--- config.mk ---
export PLATFORM = sky130hd
export DESIGN_NAME = cnt_seg7_display
export DESIGN_NICKNAME = d
export VERILOG_FILES = /design/src/rtl/cnt_seg7_pkg.sv /design/src/rtl/seg7_decode.sv /design/src/rtl/cnt_seg7_display.sv
export SDC_FILE = /design/constraint.sdc
export NUM_CORES = 1
export LEC_CHECK = 0
export ABC_AREA = 1
export CAP_MARGIN = 20
export CELL_PAD_IN_SITES_DETAIL_PLACEMENT = 0
export CELL_PAD_IN_SITES_GLOBAL_PLACEMENT = 1
export CORE_MARGIN = 8
export CORE_UTILIZATION = 37
export CTS_CLUSTER_DIAMETER = 200
export DETAILED_ROUTE_END_ITERATION = 7
export PLACE_DENSITY = 0.81
export SYNTH_ARGS = -nofsm -noshare
export SYNTH_HDL_FRONTEND = slang
export SYNTH_SLANG_ARGS = --single-unit
export TNS_END_PERCENT = 20
--- constraint.sdc ---
create_clock -name clk -period 1.8 [get_ports clk]
set_input_delay 0.18 -clock clk [delete_from_list [all_inputs] [get_ports clk]]
set_output_delay 0.18 -clock clk [all_outputs]
set_load 0.02 [all_outputs]
--- src/rtl/cnt_seg7_pkg.sv ---
// cnt_seg7_pkg: shared constants, BCD digit type and hex-to-segment table
// for the counter display.
`default_nettype none
`timescale 1ns/1ps

package cnt_seg7_pkg;

  localparam int         BCD_W     = 4;
  localparam logic [6:0] SEG_BLANK = 7'h7F;
  localparam logic [3:0] AN_OFF    = 4'hF;

  typedef logic [BCD_W-1:0] bcd_digit_t;

  // Active-low {g,f,e,d,c,b,a}
  function automatic logic [6:0] hex2seg(input logic [3:0] hex);
    logic [6:0] s;
    case (hex)
      4'h0: s = 7'h40;
      4'h1: s = 7'h79;
      4'h2: s = 7'h24;
      4'h3: s = 7'h30;
      4'h4: s = 7'h19;
      4'h5: s = 7'h12;
      4'h6: s = 7'h02;
      4'h7: s = 7'h78;
      4'h8: s = 7'h00;
      4'h9: s = 7'h10;
      4'hA: s = 7'h08;
      4'hB: s = 7'h03;
      4'hC: s = 7'h46;
      4'hD: s = 7'h21;
      4'hE: s = 7'h06;
      default: s = 7'h0E;
    endcase
    return s;
  endfunction

endpackage

`default_nettype wire

--- src/rtl/seg7_decode.sv ---
// seg7_decode: combinational hex digit to active-low 7-segment pattern.
`default_nettype none
`timescale 1ns/1ps

module seg7_decode
  import cnt_seg7_pkg::*;
(
  input  logic [3:0] hex,
  output logic [6:0] seg
);

  assign seg = hex2seg(hex);

endmodule

`default_nettype wire

--- src/rtl/cnt_seg7_display.sv ---
// cnt_seg7_display: counts wraps of an upstream 4-bit counter in 3-digit BCD
// and scans a 4-digit common-anode display. Option: LEADING_ZERO_BLANK_EN.
`default_nettype none
`timescale 1ns/1ps

module cnt_seg7_display
  import cnt_seg7_pkg::*;
#(
  parameter int SCAN_DIV = 50000,
  parameter int CNT_MAX  = 15
) (
  input  logic       clk,
  input  logic       rstn,
  input  logic [3:0] cnt,
  output logic [3:0] an,
  output logic [6:0] seg,
  output logic       dp,
  output logic       wrap_pulse,
  output logic       ovf
);

  localparam int SCAN_W = (SCAN_DIV > 2) ? $clog2(SCAN_DIV) : 1;

  logic [3:0]        prev_cnt;
  bcd_digit_t        units, tens, hund;
  bcd_digit_t        units_nx, tens_nx, hund_nx;
  logic              roll_over;
  logic              wrap;
  logic [SCAN_W-1:0] scan_cnt;
  logic [1:0]        digit_sel;
  logic [3:0]        digit_val;
  logic              blank;
  logic [6:0]        dec_seg;

  assign wrap = (prev_cnt == 4'(CNT_MAX)) && (cnt == 4'd0);

  // Decimal carry chain for a single increment
  always_comb begin
    units_nx  = units + 4'd1;
    tens_nx   = tens;
    hund_nx   = hund;
    roll_over = 1'b0;
    if (units == 4'd9) begin
      units_nx = 4'd0;
      tens_nx  = tens + 4'd1;
      if (tens == 4'd9) begin
        tens_nx = 4'd0;
        hund_nx = hund + 4'd1;
        if (hund == 4'd9) begin
          hund_nx   = 4'd0;
          roll_over = 1'b1;
        end
      end
    end
  end

  always_comb begin
    digit_val = prev_cnt;
    blank     = 1'b0;
    case (digit_sel)
      2'd1:    digit_val = units;
      2'd2:    digit_val = tens;
      2'd3:    digit_val = hund;
      default: digit_val = prev_cnt;
    endcase
`ifdef LEADING_ZERO_BLANK_EN
    case (digit_sel)
      2'd1:    blank = (units == 4'd0) && (tens == 4'd0) && (hund == 4'd0);
      2'd2:    blank = (tens == 4'd0) && (hund == 4'd0);
      2'd3:    blank = (hund == 4'd0);
      default: blank = 1'b0;
    endcase
`else
    blank = 1'b0;
`endif
  end

  seg7_decode u_decode (
    .hex (digit_val),
    .seg (dec_seg)
  );

  always_ff @(posedge clk) begin
    if (!rstn) begin
      prev_cnt   <= 4'd0;
      units      <= 4'd0;
      tens       <= 4'd0;
      hund       <= 4'd0;
      ovf        <= 1'b0;
      wrap_pulse <= 1'b0;
      scan_cnt   <= '0;
      digit_sel  <= 2'd0;
      an         <= AN_OFF;
      seg        <= SEG_BLANK;
      dp         <= 1'b1;
    end else begin
      prev_cnt   <= cnt;
      wrap_pulse <= wrap;
      if (wrap) begin
        units <= units_nx;
        tens  <= tens_nx;
        hund  <= hund_nx;
        if (roll_over) ovf <= 1'b1;
      end
      if (scan_cnt == SCAN_W'(SCAN_DIV - 1)) begin
        scan_cnt  <= '0;
        digit_sel <= digit_sel + 2'd1;
      end else begin
        scan_cnt <= scan_cnt + 1'b1;
      end
      // Outputs follow the digit selected during the previous cycle
      an  <= ~(4'b0001 << digit_sel);
      seg <= blank ? SEG_BLANK : dec_seg;
      dp  <= ~((digit_sel == 2'd3) && ovf);
    end
  end

endmodule

`default_nettype wire

==> flow_metrics.env, run 1 <==
export IMPL_fin_hold_ws_ns=0.4159
export IMPL_grt_pass1_wl_mm=9.660
export IMPL_slowest_stage="dfxtp_2"
export IMPL_drive_gt1_frac=0.1471
export IMPL_synth_seq_cells=48
export IMPL_htreeDepth=2
export IMPL_outcome="complete, no violations"
export IMPL_ys_types=29
export IMPL_root_buffer="clkbuf_8"
export IMPL_vdd_ir_drop_max_mv=0.3120
export IMPL_max_cap_violations=0
export IMPL_synth_enable_flop_cells=0
export IMPL_grt_overflow_total=0
export IMPL_fin_total_pwr_mw=1.871
export IMPL_fmax_mhz=591.1
export IMPL_die_h_um=98.49
export IMPL_synthArstFlopShare=0
export IMPL_fill_cells=715
export IMPL_powerDensity_mw_per_mm2=617.5
export IMPL_worstPathArrival_ns=1.87
export IMPL_cts_sinks=48
export IMPL_holdBufCountCts=0
export IMPL_viasPerCell=4.680
export IMPL_core_area_mm2=0.006681
export IMPL_drc=0
export IMPL_relSlewSlack=0.7484
export IMPL_num_antenna_cells=0
export IMPL_path_class="reg2reg"
export IMPL_clock_latency_ns=0.30
export IMPL_hp_class="reg2reg"
export IMPL_syn_inst=370
export IMPL_place_area_mm2=0.002893
export IMPL_areaGrowthSynthToFinish_pct=20.38
export IMPL_required_ns=1.98
export IMPL_r2r_slack_ns=0.11
export IMPL_rows=30
export IMPL_worst_pin_slew_ns=0.3746
export IMPL_critical_path_most_common_cell="nand2_1"
export IMPL_die_w_um=98.49
export IMPL_place_congestion=0.8615
export IMPL_synth_ff_type="dfxtp_1"
export IMPL_die_area_mm2=0.009699
export IMPL_final_nets=426
export IMPL_setup_violations=0
export IMPL_grt_max_degree=24
export IMPL_cts_path_max_buffers=2
export IMPL_vias=2284
export IMPL_cts_tree="yes"
export IMPL_cp_start_kind="flop"
export IMPL_hpwl_mm=4.180
export IMPL_ios=20
export IMPL_numCtsBuffers=5
export IMPL_path_clk_slew_ns=0.09
export IMPL_fin_crit_sh=0.9398
export IMPL_initial_core_util=0.3768
export IMPL_post_route_cell_area_mm2=0.003030
export IMPL_final_hold_viol_count=0
export IMPL_path_cells="buf_4 -> ha_2 -> nand2_1 -> nand2_1 -> o21ai_4 -> buf_6 -> ha_1 -> inv_2 -> nand3_1 -> nand3_1 -> nand2_1 -> nand2_1"
export IMPL_endpoint_kind="flop"
export IMPL_crit_path_max_fanout=4
export IMPL_yosys_warnings=0
export IMPL_drtIter0Drc=67
export IMPL_finalCoreUtilization=0.4536
export IMPL_syn_nets=388
export IMPL_cp_num_buf_inv=3
export IMPL_syn_cell_area_mm2=0.002517
export IMPL_avgSynthCellArea_um2=6.804
export IMPL_skew_ns=0.006601
export IMPL_p_leak_nw=1.263
export IMPL_totalWireLength_mm=5.469
export IMPL_slew_violations=0
export IMPL_grt_usage=0.1203
export IMPL_seq_area_um2=965.9
export IMPL_final_antenna_net_count=0
export IMPL_first_pass_iters=4
export IMPL_grt_pass1_vias=2202
export IMPL_multi_input_area_mm2=0.001401
export IMPL_seq_area_frac_synth=0.3817
export IMPL_port_buffer_count=19
export IMPL_cp_top_family="adder cells"
export IMPL_fin_tns_setup_ns=0
export IMPL_max_stage_delay_ns=0.34
export IMPL_period_minus_slack_ns=1.692
export IMPL_antenna_found_initial=0
export IMPL_wl_per_cell_um=11.21
layout by cell type, fill, tap and decap left out, types with 2 or more instances in the layout:
cell type        count
nand2_4              2
or2_0                2
xor2_1               2
nor3_1               4
nand4_1             11
nand3_2              3
inv_2                7
or2_2                2
inv_1               36
clkbuf_8             5
buf_4               15
dfxtp_1             46
nand2_2              6
clkdlybuf4s50_1     19
o21ai_0              3
nand3_1             33
nor2_1              45
ha_1                 7
ha_2                 4
nand2_1            113
nor2_2               3
nand3b_1             2
a21oi_1             21
metal layers:
layer | vias to the layer above | track usage | routed length (um) | share of wire
met4 | 0 | 0.04723 | 84 | 0.015
met3 | 6 | 0.02607 | 156 | 0.029
met2 | 21 | 0.1941 | 2509 | 0.46
li1 | 1245 | - | - | -
met5 | - | 0 | 0 | 0
met1 | 1012 | 0.1522 | 2720 | 0.50
flip-flops by register name, indices dropped and copies added (netlist names):
signal      flops
digit_sel       2
wrap_pulse      1
scan_cnt       16
an              4
hund            4
dp              1
ovf             1
seg             7
prev_cnt        4
units           4
tens            4
logic make-up after synthesis:
kind of cell | Yosys count | share of synthesized area
simple gates | 230 | 0.4056
fa+ha+maj | 12 | 0.05964
flops | 48 | 0.3817
xor+xnor | 2 | 0.006960
compound gates | 29 | 0.06710
buf+inv | 49 | 0.07903
path summary, 6_finish.rpt:
check / startpoint / endpoint / cells past startpoint
worst max-delay path: digit_sel[1] / seg[3] / 12
worst min-delay path: ovf / dp / 1
worst max register to register: digit_sel[1] / seg[3] / 12
worst min register to register: ovf / dp / 1
power by group:
group | switching (mW) | internal, mW | total [mW] | leakage (nW)
Clock | 0.339 | 0.265 | 0.604 | 0.0410
Sequential | 0.0126 | 1.08 | 1.10 | 0.393
Combinational | 0.0954 | 0.0754 | 0.171 | 0.829
Total | 0.447 | 1.42 | 1.87 | 1.26
cells in the mapped netlist, types with 2 or more instances:
cell type,instances,area share
nand2_2,3,0.0075
o21bai_1,2,0.0060
nand2_4,2,0.0089
nor3_1,4,0.0080
inv_1,39,0.058
clkbuf_1,2,0.0030
nand3_1,34,0.068
dfxtp_1,48,0.38
xor2_1,2,0.0070
nand3_2,2,0.0080
or2_0,2,0.0050
a21oi_1,21,0.042
o21ai_0,3,0.0060
nand2_1,116,0.17
nor2_1,46,0.069
nor2_2,2,0.0050
ha_1,12,0.060
buf_6,2,0.0089
or2_2,3,0.0075
nand4_1,11,0.027
nand3b_1,2,0.0060
inv_2,5,0.0075
metrics by stage:
step | std cells | setup slack [ns]
6_report | 488 | 0.1083
5_1_grt | 488 | -0.01974
2_1_floorplan | 370 | 0.01672
3_5_place_dp | 480 | 0.01469
3_3_place_gp | 480 | 0.04993
4_1_cts | 487 | 0.01108
worst reg2reg max path: cells and delay by family (launching register included):
family                   cells  cell delay (ns)
flip-flops                   1             0.34
buffers and inverters        3             0.27
adder cells (fa/ha/maj)      2             0.48
AO/OA/AOI/OAI                1             0.07
AND/OR/NAND/NOR              6             0.41
cell type report:
type | instances | share of cell area
clock buffer | 6 | 0.02395
clock inverter | 1 | 0.001652
inverter | 45 | 0.05656
multi-input combinational | 273 | 0.4624
sequential | 48 | 0.3187
tap | 80 | 0.03303
timing repair buffer | 35 | 0.1036
what timing repair did:
item	CTS	global route
endpoints found under the hold margin	0	0
cloned	0	0
gates resized for setup	1	18
buffers inserted	0	1
setup endpoints to repair	1	7
pin swaps	0	2
No activity file was read; power rests on OpenSTA's default activity.
==> inputs of run 2 (changes only) <==
CORE_UTILIZATION = 39   (was 37)
CTS_BUF_LIST = sky130_fd_sc_hd__clkbuf_2 sky130_fd_sc_hd__clkbuf_4 sky130_fd_sc_hd__clkbuf_8   (was default)
PLACE_DENSITY = 0.85   (was 0.81)
==> run 2 against run 1 <==
  * First-iteration DRC count increased by 31%
  * Critical path depth is the same
  * Final cell count down 0.41%
  * Global-route usage grew 0.96 points
  * Critical endpoint unchanged
  * Largest cell class unchanged
==> flow_metrics.env, run 2 (synthesis results as in run 1) <==
export IMPL_outcome="complete, no violations"
export IMPL_cp_num_buf_inv=4
export IMPL_final_nets=426
export IMPL_largest_register_ffs=16
export IMPL_skew_ns=0.01428
export IMPL_antenna_found_initial=0
export IMPL_rsz0062_at_grt="true"
export IMPL_vias=2315
export IMPL_clock_latency_ns=0.31
export IMPL_place_congestion=0.8197
export IMPL_fin_ws_ns=0.04283
export IMPL_cts_path_max_buffers=2
export IMPL_cp_top_family="simple AND/OR/NAND/NOR gates"
export IMPL_viasPerCell=4.763
export IMPL_path_class="reg2reg"
export IMPL_required_ns=1.99
export IMPL_period_minus_slack_ns=1.757
export IMPL_drc=0
export IMPL_hp_class="in2reg"
export IMPL_max_stage_delay_ns=0.39
export IMPL_holdBufCountCts=0
export IMPL_num_antenna_cells=0
export IMPL_grt_pass1_wl_mm=9.577
export IMPL_fin_total_pwr_mw=2.111
export IMPL_wl_met1_mm=2.782
export IMPL_powerDensity_mw_per_mm2=668.1
export IMPL_die_area_mm2=0.009281
export IMPL_worstPathArrival_ns=1.95
export IMPL_initial_core_util=0.3987
export IMPL_dp_worst_setup_slack_ns=-0.04928
export IMPL_path_clk_slew_ns=0.09
export IMPL_reg_top3="scan_cnt x16, seg x7"
export IMPL_max_cap_violations=0
export IMPL_p_leak_nw=1.288
export IMPL_hpwl_mm=4.188
export IMPL_root_buffer="clkbuf_8"
export IMPL_rows=29
export IMPL_fin_hold_ws_ns=0.4134
export IMPL_cp_start_kind="flop"
export IMPL_min_from="cnt[0]"
export IMPL_post_route_cell_area_mm2=0.003159
export IMPL_relSlewSlack=0.7469
export IMPL_cts_sinks=48
export IMPL_grt_usage=0.1299
export IMPL_grt_overflow_total=0
export IMPL_place_area_mm2=0.002874
export IMPL_vdd_ir_drop_max_mv=0.3120
export IMPL_slowest_stage="dfxtp_4"
export IMPL_final_hold_viol_count=0
export IMPL_htreeDepth=2
export IMPL_routed_top_layer="met4"
export IMPL_ios=20
export IMPL_worst_pin_slew_ns=0.3767
export IMPL_r2r_start="digit_sel[0]"
export IMPL_slew_violations=0
export IMPL_crit_path_max_fanout=6
export IMPL_top_register="scan_cnt"
export IMPL_first_pass_iters=4
export IMPL_setup_violations=0
export IMPL_totalWireLength_mm=5.686
export IMPL_drtIter0Drc=88
export IMPL_crit_path_start="digit_sel[0]"
export IMPL_fin_tns_setup_ns=0
export IMPL_grt_pass1_vias=2194
export IMPL_path_cells="inv_4 -> ha_4 -> inv_4 -> or2_4 -> o21ai_4 -> buf_4 -> inv_2 -> ha_2 -> nand3_2 -> nand3_1 -> nand2_1 -> nand2_1"
export IMPL_die_w_um=96.34
export IMPL_port_buffer_count=19
export IMPL_grt_max_degree=24
export IMPL_layout_common_cells="nand2_1, dfxtp_1, nor2_1"
export IMPL_numCtsBuffers=5
export IMPL_areaGrowthSynthToFinish_pct=25.50
export IMPL_final_common_cell="nand2_1"
export IMPL_fin_crit_sh=0.9762
export IMPL_final_antenna_net_count=0
export IMPL_core_area_mm2=0.006314
export IMPL_dr_wl_met2_mm=2.578
export IMPL_wl_per_cell_um=11.70
export IMPL_wl_met3_um=252
export IMPL_drive_gt1_frac=0.1687
export IMPL_endpoint_kind="flop"
export IMPL_cts_tree="yes"
export IMPL_fmax_mhz=569.1
export IMPL_die_h_um=96.34
run 2: changes by cell type in the layout (fill, tap and decap cells not counted), sizes merged:
cell,previous run,this run
bufinv,0,1
run 2: worst paths after layout:
path / end / slack (ns) / cells past startpoint
setup / recovery: seg[3] / 0.04 / 12
hold / removal: prev_cnt[0] / 0.41 / 3
setup reg to reg: seg[3] / 0.04 / 12
hold reg to reg: dp / 0.43 / 1
run 2: timing repair:
| item | 4_1_cts | 5_1_grt |
|---|---|---|
| gates cloned | 0 | 0 |
| pin swaps | 1 | 3 |
| setup endpoints to repair | 3 | 7 |
| resized for setup | 3 | 32 |
| buffers inserted | 1 | 2 |
run 2: report_power, final:
part / internal [mW] / leakage [nW] / switching, mW
Sequential: 1.08 / 0.393 / 0.0124
Combinational: 0.0823 / 0.834 / 0.101
Clock: 0.455 / 0.0614 / 0.377
Total: 1.62 / 1.29 / 0.491
run 2: final cells by class:
cell class / instances / area [um^2]
fillers: 677 / 3154
multi-input cells: 273 / 1479
flip-flops and latches: 48 / 968.4
repair buffers: 35 / 317.8
inverters: 45 / 176.4
well taps: 77 / 96.34
clock buffers: 6 / 82.58
clock inverters: 2 / 38.79
run 2: tightest hold or removal path, delay by kind of cell:
kind / cells / cell delay [ns]
and+or+nand+nor: 1 / 0.06
buffers and inverters: 2 / 0.44
run 2: metal layers:
metal	GRT usage	up-vias
met2	0.2106	41
met1	0.1639	1024
met5	0	-
met3	0.02886	7
li1	-	1243
met4	0.05044	0
run 2: stage by stage:
step	util	instances
2_1_floorplan	-	370
3_3_place_gp	0.4552	475
3_5_place_dp	0.4552	475
4_1_cts	0.4758	484
5_1_grt	0.5004	486
6_report	0.5004	486
